$ cat src/rtl/gpio_pkg.sv
// gpio_pkg: shared constants for the gpio_port register block.
//   - register offsets (word index = addr[4:2])
//   - register-index width
//   - default byte base address of the register window
//   - byte_mask(): expands the 4-bit byte write enable to a 32-bit bit mask
package gpio_pkg;

    localparam int unsigned GPIO_REG_IDX_W = 3;

    localparam logic [GPIO_REG_IDX_W-1:0] GPIO_OUT     = 3'd0;
    localparam logic [GPIO_REG_IDX_W-1:0] GPIO_DIR     = 3'd1;
    localparam logic [GPIO_REG_IDX_W-1:0] GPIO_IN      = 3'd2;
    localparam logic [GPIO_REG_IDX_W-1:0] GPIO_SET     = 3'd3;
    localparam logic [GPIO_REG_IDX_W-1:0] GPIO_CLR     = 3'd4;
    localparam logic [GPIO_REG_IDX_W-1:0] GPIO_RISE_EN = 3'd5;
    localparam logic [GPIO_REG_IDX_W-1:0] GPIO_FALL_EN = 3'd6;
    localparam logic [GPIO_REG_IDX_W-1:0] GPIO_PENDING = 3'd7;

    localparam logic [31:0] GPIO_BASE_ADDR = 32'h0001_0000;

    function automatic logic [31:0] byte_mask(input logic [3:0] m);
        return {{8{m[3]}}, {8{m[2]}}, {8{m[1]}}, {8{m[0]}}};
    endfunction

endpackage

$ cat src/rtl/gpio_sync_edge.sv
// gpio_sync_edge: input conditioning for a vector of asynchronous pins.
//   SYNC_STAGES-deep synchroniser, optional debounce filter, then
//   rise/fall detection against the previous conditioned value.
// Optional feature: define GPIO_DEBOUNCE_EN to insert a 3-sample debounce
//   filter clocked by a shared prescaler tick every DEBOUNCE_DIV cycles.
// Ports:
//   clk, rst_n  clock, asynchronous active-low reset
//   io_in       raw pin inputs
//   rise_en     per-pin rising-edge enable
//   fall_en     per-pin falling-edge enable
//   level       conditioned pin level (synchronised, filtered if enabled)
//   rise, fall  enabled edge events, valid for one cycle
module gpio_sync_edge #(
    parameter int unsigned WIDTH        = 32,
    parameter int unsigned SYNC_STAGES  = 2,
    parameter int unsigned DEBOUNCE_DIV = 1200
) (
    input  logic             clk,
    input  logic             rst_n,
    input  logic [WIDTH-1:0] io_in,
    input  logic [WIDTH-1:0] rise_en,
    input  logic [WIDTH-1:0] fall_en,
    output logic [WIDTH-1:0] level,
    output logic [WIDTH-1:0] rise,
    output logic [WIDTH-1:0] fall
);

    logic [WIDTH-1:0] sync_q [SYNC_STAGES];
    logic [WIDTH-1:0] sync;
    logic [WIDTH-1:0] prev;

    always_ff @(posedge clk or negedge rst_n) begin
        if (!rst_n) begin
            for (int unsigned i = 0; i < SYNC_STAGES; i++) sync_q[i] <= '0;
        end else begin
            sync_q[0] <= io_in;
            for (int unsigned i = 1; i < SYNC_STAGES; i++) sync_q[i] <= sync_q[i-1];
        end
    end

    assign sync = sync_q[SYNC_STAGES-1];

`ifdef GPIO_DEBOUNCE_EN
    localparam int unsigned CNT_W = (DEBOUNCE_DIV > 1) ? $clog2(DEBOUNCE_DIV) : 1;

    logic [CNT_W-1:0] div_cnt;
    logic             tick;
    logic [WIDTH-1:0] s0, s1, s2;
    logic [WIDTH-1:0] filt;

    assign tick = (div_cnt == CNT_W'(DEBOUNCE_DIV - 1));

    // filt goes high where all samples are 1, low where all are 0,
    // and otherwise keeps its value.
    always_ff @(posedge clk or negedge rst_n) begin
        if (!rst_n) begin
            div_cnt <= '0;
            s0      <= '0;
            s1      <= '0;
            s2      <= '0;
            filt    <= '0;
        end else begin
            div_cnt <= tick ? '0 : div_cnt + CNT_W'(1);
            if (tick) begin
                s2 <= s1;
                s1 <= s0;
                s0 <= sync;
            end
            filt <= (filt | (s0 & s1 & s2)) & (s0 | s1 | s2);
        end
    end

    assign level = filt;
`else
    assign level = sync;
`endif

    always_ff @(posedge clk or negedge rst_n) begin
        if (!rst_n) prev <= '0;
        else        prev <= level;
    end

    assign rise = level & ~prev & rise_en;
    assign fall = ~level & prev & fall_en;

endmodule

$ cat src/rtl/gpio_port.sv
// gpio_port: memory-mapped bidirectional GPIO block for one bus_hub slot.
//   Registers (word index addr[4:2]): OUT, DIR, IN, SET, CLR, RISE_EN,
//   FALL_EN, PENDING (rw1c). Byte writes gated by wmask. Bits at and above
//   WIDTH read 0 and ignore writes.
// Optional feature: GPIO_DEBOUNCE_EN (input debounce, see gpio_sync_edge).
// Ports:
//   clk, rst_n         clock, asynchronous active-low reset
//   addr, wdata, wmask bus address, write data, byte enables
//   wen, ren           write / read strobes
//   rdata, ready       registered read data, one-cycle completion pulse
//   active             combinational window decode
//   io_in/io_out/io_oe pin input, output register, output enable
//   irq                registered OR of enabled pending events
module gpio_port
    import gpio_pkg::*;
#(
    parameter int unsigned WIDTH        = 32,
    parameter logic [31:0] BASE_ADDR    = GPIO_BASE_ADDR,
    parameter int unsigned ADDR_BITS    = 5,
    parameter int unsigned SYNC_STAGES  = 2,
    parameter int unsigned DEBOUNCE_DIV = 1200
) (
    input  logic             clk,
    input  logic             rst_n,
    input  logic [31:0]      addr,
    input  logic [31:0]      wdata,
    input  logic [3:0]       wmask,
    input  logic             wen,
    input  logic             ren,
    output logic [31:0]      rdata,
    output logic             ready,
    output logic             active,
    input  logic [WIDTH-1:0] io_in,
    output logic [WIDTH-1:0] io_out,
    output logic [WIDTH-1:0] io_oe,
    output logic             irq
);

    logic [GPIO_REG_IDX_W-1:0] idx;
    logic                      acc;
    logic                      wr;
    logic [31:0]               bm32;
    logic [WIDTH-1:0]          bm;
    logic [WIDTH-1:0]          wset;
    logic [WIDTH-1:0]          w1c;
    logic [31:0]               rd_val;

    logic [WIDTH-1:0] out_q, dir_q, rise_en_q, fall_en_q, pending_q;
    logic [WIDTH-1:0] level, rise, fall;

    assign active = (addr[31:ADDR_BITS] == BASE_ADDR[31:ADDR_BITS]);
    assign idx    = addr[2 +: GPIO_REG_IDX_W];
    assign acc    = (wen | ren) & active;
    assign wr     = acc & wen;
    assign bm32   = byte_mask(wmask);
    assign bm     = bm32[WIDTH-1:0];
    assign wset   = wdata[WIDTH-1:0] & bm;
    assign w1c    = (wr && idx == GPIO_PENDING) ? wset : '0;

    logic unused_ok;
    assign unused_ok = ^{addr, wdata, bm32};

    gpio_sync_edge #(
        .WIDTH        (WIDTH),
        .SYNC_STAGES  (SYNC_STAGES),
        .DEBOUNCE_DIV (DEBOUNCE_DIV)
    ) u_sync_edge (
        .clk     (clk),
        .rst_n   (rst_n),
        .io_in   (io_in),
        .rise_en (rise_en_q),
        .fall_en (fall_en_q),
        .level   (level),
        .rise    (rise),
        .fall    (fall)
    );

    always_comb begin
        rd_val = '0;
        case (idx)
            GPIO_OUT:     rd_val[WIDTH-1:0] = out_q;
            GPIO_DIR:     rd_val[WIDTH-1:0] = dir_q;
            GPIO_IN:      rd_val[WIDTH-1:0] = level;
            GPIO_RISE_EN: rd_val[WIDTH-1:0] = rise_en_q;
            GPIO_FALL_EN: rd_val[WIDTH-1:0] = fall_en_q;
            GPIO_PENDING: rd_val[WIDTH-1:0] = pending_q;
            default:      rd_val = '0;
        endcase
    end

    always_ff @(posedge clk or negedge rst_n) begin
        if (!rst_n) begin
            out_q     <= '0;
            dir_q     <= '0;
            rise_en_q <= '0;
            fall_en_q <= '0;
            pending_q <= '0;
            rdata     <= '0;
            ready     <= 1'b0;
            irq       <= 1'b0;
        end else begin
            if (wr) begin
                case (idx)
                    GPIO_OUT:     out_q     <= (out_q & ~bm) | wset;
                    GPIO_DIR:     dir_q     <= (dir_q & ~bm) | wset;
                    GPIO_SET:     out_q     <= out_q | wset;
                    GPIO_CLR:     out_q     <= out_q & ~wset;
                    GPIO_RISE_EN: rise_en_q <= (rise_en_q & ~bm) | wset;
                    GPIO_FALL_EN: fall_en_q <= (fall_en_q & ~bm) | wset;
                    default:      ;
                endcase
            end
            // New events are ORed in after the clear so a same-cycle set wins.
            pending_q <= (pending_q & ~w1c) | rise | fall;
            irq       <= |(pending_q & (rise_en_q | fall_en_q));
            ready     <= acc;
            if (acc) rdata <= wen ? '0 : rd_val;
        end
    end

    assign io_out = out_q;
    assign io_oe  = dir_q;

endmodule

$ cat config.mk
export PLATFORM = sky130hd
export DESIGN_NAME = gpio_port
export DESIGN_NICKNAME = d
export VERILOG_FILES = /design/src/rtl/gpio_pkg.sv /design/src/rtl/gpio_sync_edge.sv /design/src/rtl/gpio_port.sv
export SDC_FILE = /design/constraint.sdc
export NUM_CORES = 1
export LEC_CHECK = 0
export CAP_MARGIN = 20
export CORE_ASPECT_RATIO = 1.2
export CORE_UTILIZATION = 48
export CTS_CLUSTER_DIAMETER = 30
export CTS_CLUSTER_SIZE = 10
export DETAILED_ROUTE_END_ITERATION = 8
export PLACE_DENSITY_LB_ADDON = 0.3
export SYNTH_ARGS = -nofsm -noshare
export SYNTH_HDL_FRONTEND = slang
export SYNTH_SLANG_ARGS = --single-unit
$ cat constraint.sdc
create_clock -name clk -period 1.5 [get_ports clk]
set_input_delay 0.225 -clock clk [delete_from_list [all_inputs] [get_ports clk]]
set_output_delay 0.225 -clock clk [all_outputs]
set_load 0.02 [all_outputs]
# Yosys cells after proc, flatten, opt, wreduce, memory -nomap -nowiden
# Index checks and enable logic that the tools add are counted.
# totals
reg_bits	290
latchBits	0
mem_bits_rw	0
romBits	0
input_bits	104
out_inout_bits	99
wordCells	59
n_memories	0
# classes
add_sub_neg	0
mul	0
n_div	0
order_cmp	0
n_eq_ne	8
n_shift	0
muxes	4
bitwise	28
n_reduce_logical	8
# op_table
operator	count
$and A32 B32 Y32	12
$or A32 B32 Y32	8
$pmux W32 S6	1
$not A32 Y32	5
$pmux W32 S3	1
$mux W32	2
$reduce_or A32 Y1	1
$eq A27 B12 Y1 const B	1
$eq A3 B3 Y1 const B	4
$reduce_and A2 Y1	4
$eq A3 B2 Y1 const B	2
$eq A3 B1 Y1 const B	1
$logic_not A3 Y1	1
$reduce_bool A3 Y1	1
$and A1 B1 Y1	2
$logic_and A1 B1 Y1	1
$or A1 B1 Y1	1

# Logic depth before layout (Yosys ltp)
# logic_depth
ltp_word	9
mapped_depth	7
ltp_nobuf	4

# By module
# From an unflattened synthesis, not the netlist that was laid out.
# hier_totals
cells_unflattened	1015
hier_area_um2	12550.8
# modules_own_cells
module	instances	cells_per_inst	area_each_um2	seq_area_each_um2
gpio_port	1	823	9347.7	4854.7
gpio_sync_edge	1	192	3203.1	2402.3

# Worst setup path before layout
# No wires, ideal clock.
# synth_path
path_kind	input -> register
from	in addr[17]
to	reg with a tool-made name
setup_time_ns	0.125
t_arrival_ns	1.860
required_time_ns	1.375
slack_ns	-0.485
cell_stages	5
n_path_buf	1
path_cell_list	nor4_1 > nand4_1 > buf_2 > nor4_4 > mux2_2
# synth_lines
item	line_no	rtl
start: declaration	gpio_port.sv:25	input logic [31:0] addr,

# Worst setup path after layout
# layout_path
from	in addr[7]
to	reg rdata[4]
# layout_via
elab_chain_cells	2
# layout_rtl
item	line_no	rtl
$eq A27 B12 Y1	gpio_port.sv:51	assign active = (addr[31:ADDR_BITS] == BASE_ADDR[31:ADDR_BITS]);
$and A1 B1 Y1	gpio_port.sv:53	assign acc = (wen | ren) & active;
end signal: assignment	gpio_port.sv:117	if (acc) rdata <= wen ? '0 : rd_val;
end: declaration	gpio_port.sv:30	output logic [31:0] rdata,
# Every way passes these cells.
# A chain may end at the register's enable or synchronous reset.

==> summary by stage <==
Critical path
The count of cell instances traversed by the critical path is 9. At the worst endpoint, the required time is 1.92 ns. In this run the worst setup path begins at addr[7]. The critical path is of the in -> reg type. The destination of the worst register-to-register timing path is irq. The worst-path cell with the longest stage delay is or4_4. By instance count, the cell type seen most on the critical path is buf_6. The count of cells along the worst register-to-register path is 5. The signal on the critical path passes through buf_8, nor4_4, nand4_1, buf_6, buf_6, or4_4, buf_6, buf_16, a22o_1.

The largest fanout of any net on the critical path is 4. On the worst path, the slowest cell contributes a delay of 0.58 ns. Counting both buffers and inverters, the worst setup path holds a total of 5. The worst setup path endpoint is rdata[4]. The arrival time of the worst setup path is approximately 2.2 ns. The capturing element type of the critical path is a flip-flop.

The register-to-register path setup slack is -0.03 ns. STA classifies the critical path startpoint as an input port. Among cell families on the critical path, the largest total delay comes from simple AND/OR/NAND/NOR gates.

Timing
The count of final hold-check violations is 0. The final worst setup slack is -0.241 ns. Setup repair after global routing could not meet its margin everywhere.

Across the routed clock network, the largest skew measured is 0.0148 ns. The count of final setup violators is 156. The actual slew at the worst max-slew pin is between 0.4 and 0.5 ns. Based on the critical path, the design can be clocked at up to ~570 MHz. The worst slew margin relative to its limit is 71.5%. Across all hold checks on the routed design, the worst slack comes to between 0.1 and 0.15 ns.

The number of max-slew violations in the final report is 0. Dividing the final minimum period by the clock period gives 116%. The clock period minus worst slack is 1.74 ns.

Place
The wire-length estimate of the detail-placed layout is 26300 um. Summing all placed instances gives a cell area of roughly 16000 um2. The number of I/O port buffers is 200. At the end of routability-driven placement, the weighted congestion stood at 0.870.

GRT
The initial antenna violation count is 0. Entering global routing, the biggest net connects between 50 and 60 pins. The first global-routing pass estimated 64500 um of wire.

The number of global-route vias before repair came to 11300. After global routing the overflow that remains totals 0. The global-route usage over all layers is ~33%.

Worst hold path
The worst hold path belongs to the class in -> reg.

Status
The final reports fail on setup timing. The flow ran to the end, but the final reports show violations.

Run
The tool flagged a number of max-cap violations equal to 0.

Cells and area
The sequential cells in the finished layout cover a total of between 7000 and 8000 um2. After the last flow step, the layout net total stands at 1462. Cells with a size suffix above 1 make up 36.9% of the layout. The multi-input combinational cells in the finished layout cover a total of roughly 5100 um2. The final instance area is 18700 um2. The final standard cell utilization of the core is 75.3%. The area growth from synthesis to layout is 53.7%. The number of diodes is 0.

The layout has 1473 filler cells.

Synthesis
The mapped netlist covers 12200 um2. The sequential fraction of the synthesis area is 59.7%. When the netlist entered floorplanning its net count stood at around 1100. Of the total synthesized cell area, the portion taken by AND, OR, NAND and NOR gates is 14.3%. The most used flip-flop cell after synthesis is dfrtp_1. The post-synthesis compound-gate area fraction is between 10% and 20%. Summing the areas of all fa, ha and maj instances in the mapped netlist gives 0% of the synthesized area. The synthesized netlist cell count is 953.

The number of enable-type register cells in the synthesized netlist is 0. In the synthesized netlist the async set-or-reset flop fraction comes to 100%. A synthesized cell averages about 13 um2. The post-synthesis xor/xnor area fraction is less than 1%.

In this run, synthesis produced a sequential element count of between 200 and 300. During synthesis, Yosys emitted a total of 0 warnings. The post-synthesis mux area share is 8.89%. After synthesis, the largest family of logic cells by area is simple AND/OR/NAND/NOR gates. The number of distinct library cell variants in the gate-level netlist after synthesis is 34.

Floorplanning
The effective utilization at floorplan is 49.0%. The number of primary I/O pins is between 200 and 250. The die boundary width is approximately 150 um. The total core area is 24800 um2. The count of standard-cell rows is 63. Measured along the y axis, the die boundary spans ~180 um.

The area of the die is between 20000 and 30000 um2.

Pwr
VDD sags by at most 1.09 mV. The total leakage power is about 8.8 nW. For this design the ratio of total power to cell area is 1240 nW/um2.

Clocking
After clock tree synthesis, the clock-pin slew on the worst setup and hold paths is roughly 0.05 ns. No sink is reached through more buffers than the 3 on the longest clock path. Clock tree synthesis found a total of 290 sinks. At the later pin of the worst-skew pair, clock insertion delay measures 0.55 ns. The number of levels in the clock H-tree is 2. The number of CTS-inserted buffers is 49. The clock tree from TritonCTS is done. The tree is rooted in a clkbuf_16.

Route
After detailed routing, the number of vias per cell comes to ~6.3. The wire length reported by the detailed router is roughly 42000 um. Across all layers, the routed design uses 10800 vias. Dividing the detail-routed wire length by the instance count gives between 20 and 25 um. The detail route stage leaves a number of antenna-violating nets equal to 0. The first routing iteration left 986 violations. The number of optimization iterations in the first detailed-route pass is 6. For this run, design rule violations remaining after detail routing come to 0.
-- repair_timing --
item                                    4_1_cts  5_1_grt
endpoints found under the setup margin      292      235
resized for setup                           429       75
gates cloned                                  7        1
setup buffers                                15       13
pin swaps                                    32        8
hold endpoints to repair                    285        0
hold buffers                                  1        0
-- through the flow --
stage               total power, mW  worst slack (ns)  cells  TNS, ns
floorplan                      9.37            -0.412    953   -57.69
global placement               10.7             -1.06   1598  -177.29
detailed placement             10.8             -1.14   1598  -187.53
CTS                            23.2            -0.210   1711   -11.88
global route                   23.8            -0.282   1722   -28.44
finish                         23.2            -0.241   1722   -20.60
-- per-layer routing --
layer / up-vias / GRT usage [%] / wire length, um
li1: 4470 / - / -
met1: 5437 / 41.5 / 15600
met2: 693 / 52.3 / 20100
met3: 182 / 7.24 / 3990
met4: 0 / 17.3 / 2150
met5: - / 0 / 0
-- worst min path at each step --
stage / startpoint / endpoint / slack [ns] / depth (start not counted)
final: io_in[13] / u_sync_edge.sync_q[45] / 0.12 / 1
after global routing: io_in[13] / u_sync_edge.sync_q[45] / 0.12 / 1
after global placement: rst_n / u_sync_edge.sync_q[62] / 0.15 / 1
after floorplan: rst_n / async pin / -0.07 / 0
after detailed placement: rst_n / u_sync_edge.sync_q[62] / 0.15 / 1
after CTS: io_in[13] / u_sync_edge.sync_q[45] / 0.11 / 1
-- layout make-up --
type | count | area share [%]
clock buffer | 56 | 6.86
clock inverter | 34 | 3.01
inverter | 32 | 0.643
multi-input combinational | 580 | 27.5
sequential | 290 | 38.9
tap | 325 | 2.18
timing repair buffer | 405 | 20.9
-- kinds of logic (layout without fill, tap and decap cells) --
kind of cell / Yosys count / in the layout
xor gates and xnor gates: 1 / 1
DFF: 290 / 290
buffers and inverters: 83 / 527
and+or+nand+nor: 257 / 257
muxes: 96 / 96
AOI/OAI and AO/OA: 226 / 226
-- power breakdown --
part / switching [mW] / total (mW) / internal, mW
Sequential: 0.345 / 8.52 / 8.18
Combinational: 1.09 / 2.18 / 1.08
Clock: 3.95 / 12.5 / 8.56
Total: 5.39 / 23.2 / 17.8
-- synth_stat cells (2+ instances only) --
cell type,n,area [um2]
o21ai_0,33,165
nor4_1,7,43.8
dfrtp_1,290,7260
a22oi_1,96,721
a22o_1,32,280
and3_1,33,206
mux2_2,96,1080
and3b_1,2,17.5
nand4_1,11,68.8
nor4_4,13,277
nand3b_1,66,495
nor3b_1,2,15.0
o31ai_1,32,240
nand2_1,40,150
buf_6,3,33.8
nor3_1,4,20.0
clkbuf_1,41,154
nand3_1,67,335
a221o_1,32,320
inv_1,32,120
buf_2,6,30.0
nor2_1,3,11.3
-- worst register-to-register path, stage by stage (launching register included) --
cell and delay, ns:
dfrtp_1 0.39, o21ai_2 0.24, buf_4 0.18, nand4_1 0.20, nor4_2 0.23, nand2_1 0.15
-- cell usage in the layout (no fill, tap or decap), types with 14 or more instances in the layout --
cell type / netlist / routed
clkbuf_16: 0 / 49
buf_6: 3 / 25
nand3b_1: 66 / 66
clkdlybuf4s15_2: 0 / 34
dlygate4sd2_1: 0 / 26
o21ai_0: 33 / 20
mux2_4: 0 / 72
bufinv_16: 0 / 14
nand3_1: 67 / 66
nand2_1: 40 / 35
mux2_2: 96 / 24
dfrtp_1: 290 / 285
buf_2: 6 / 16
buf_4: 0 / 151
and3_1: 33 / 32
a22o_1: 32 / 32
nor4_4: 13 / 17
clkdlybuf4s15_1: 0 / 34
inv_1: 32 / 32
clkbuf_2: 0 / 15
a22oi_1: 96 / 96
clkdlybuf4s50_1: 0 / 69
o31ai_1: 32 / 21
buf_12: 0 / 24
a221o_1: 32 / 32
Note: power is estimated with default switching activity, not from simulation.
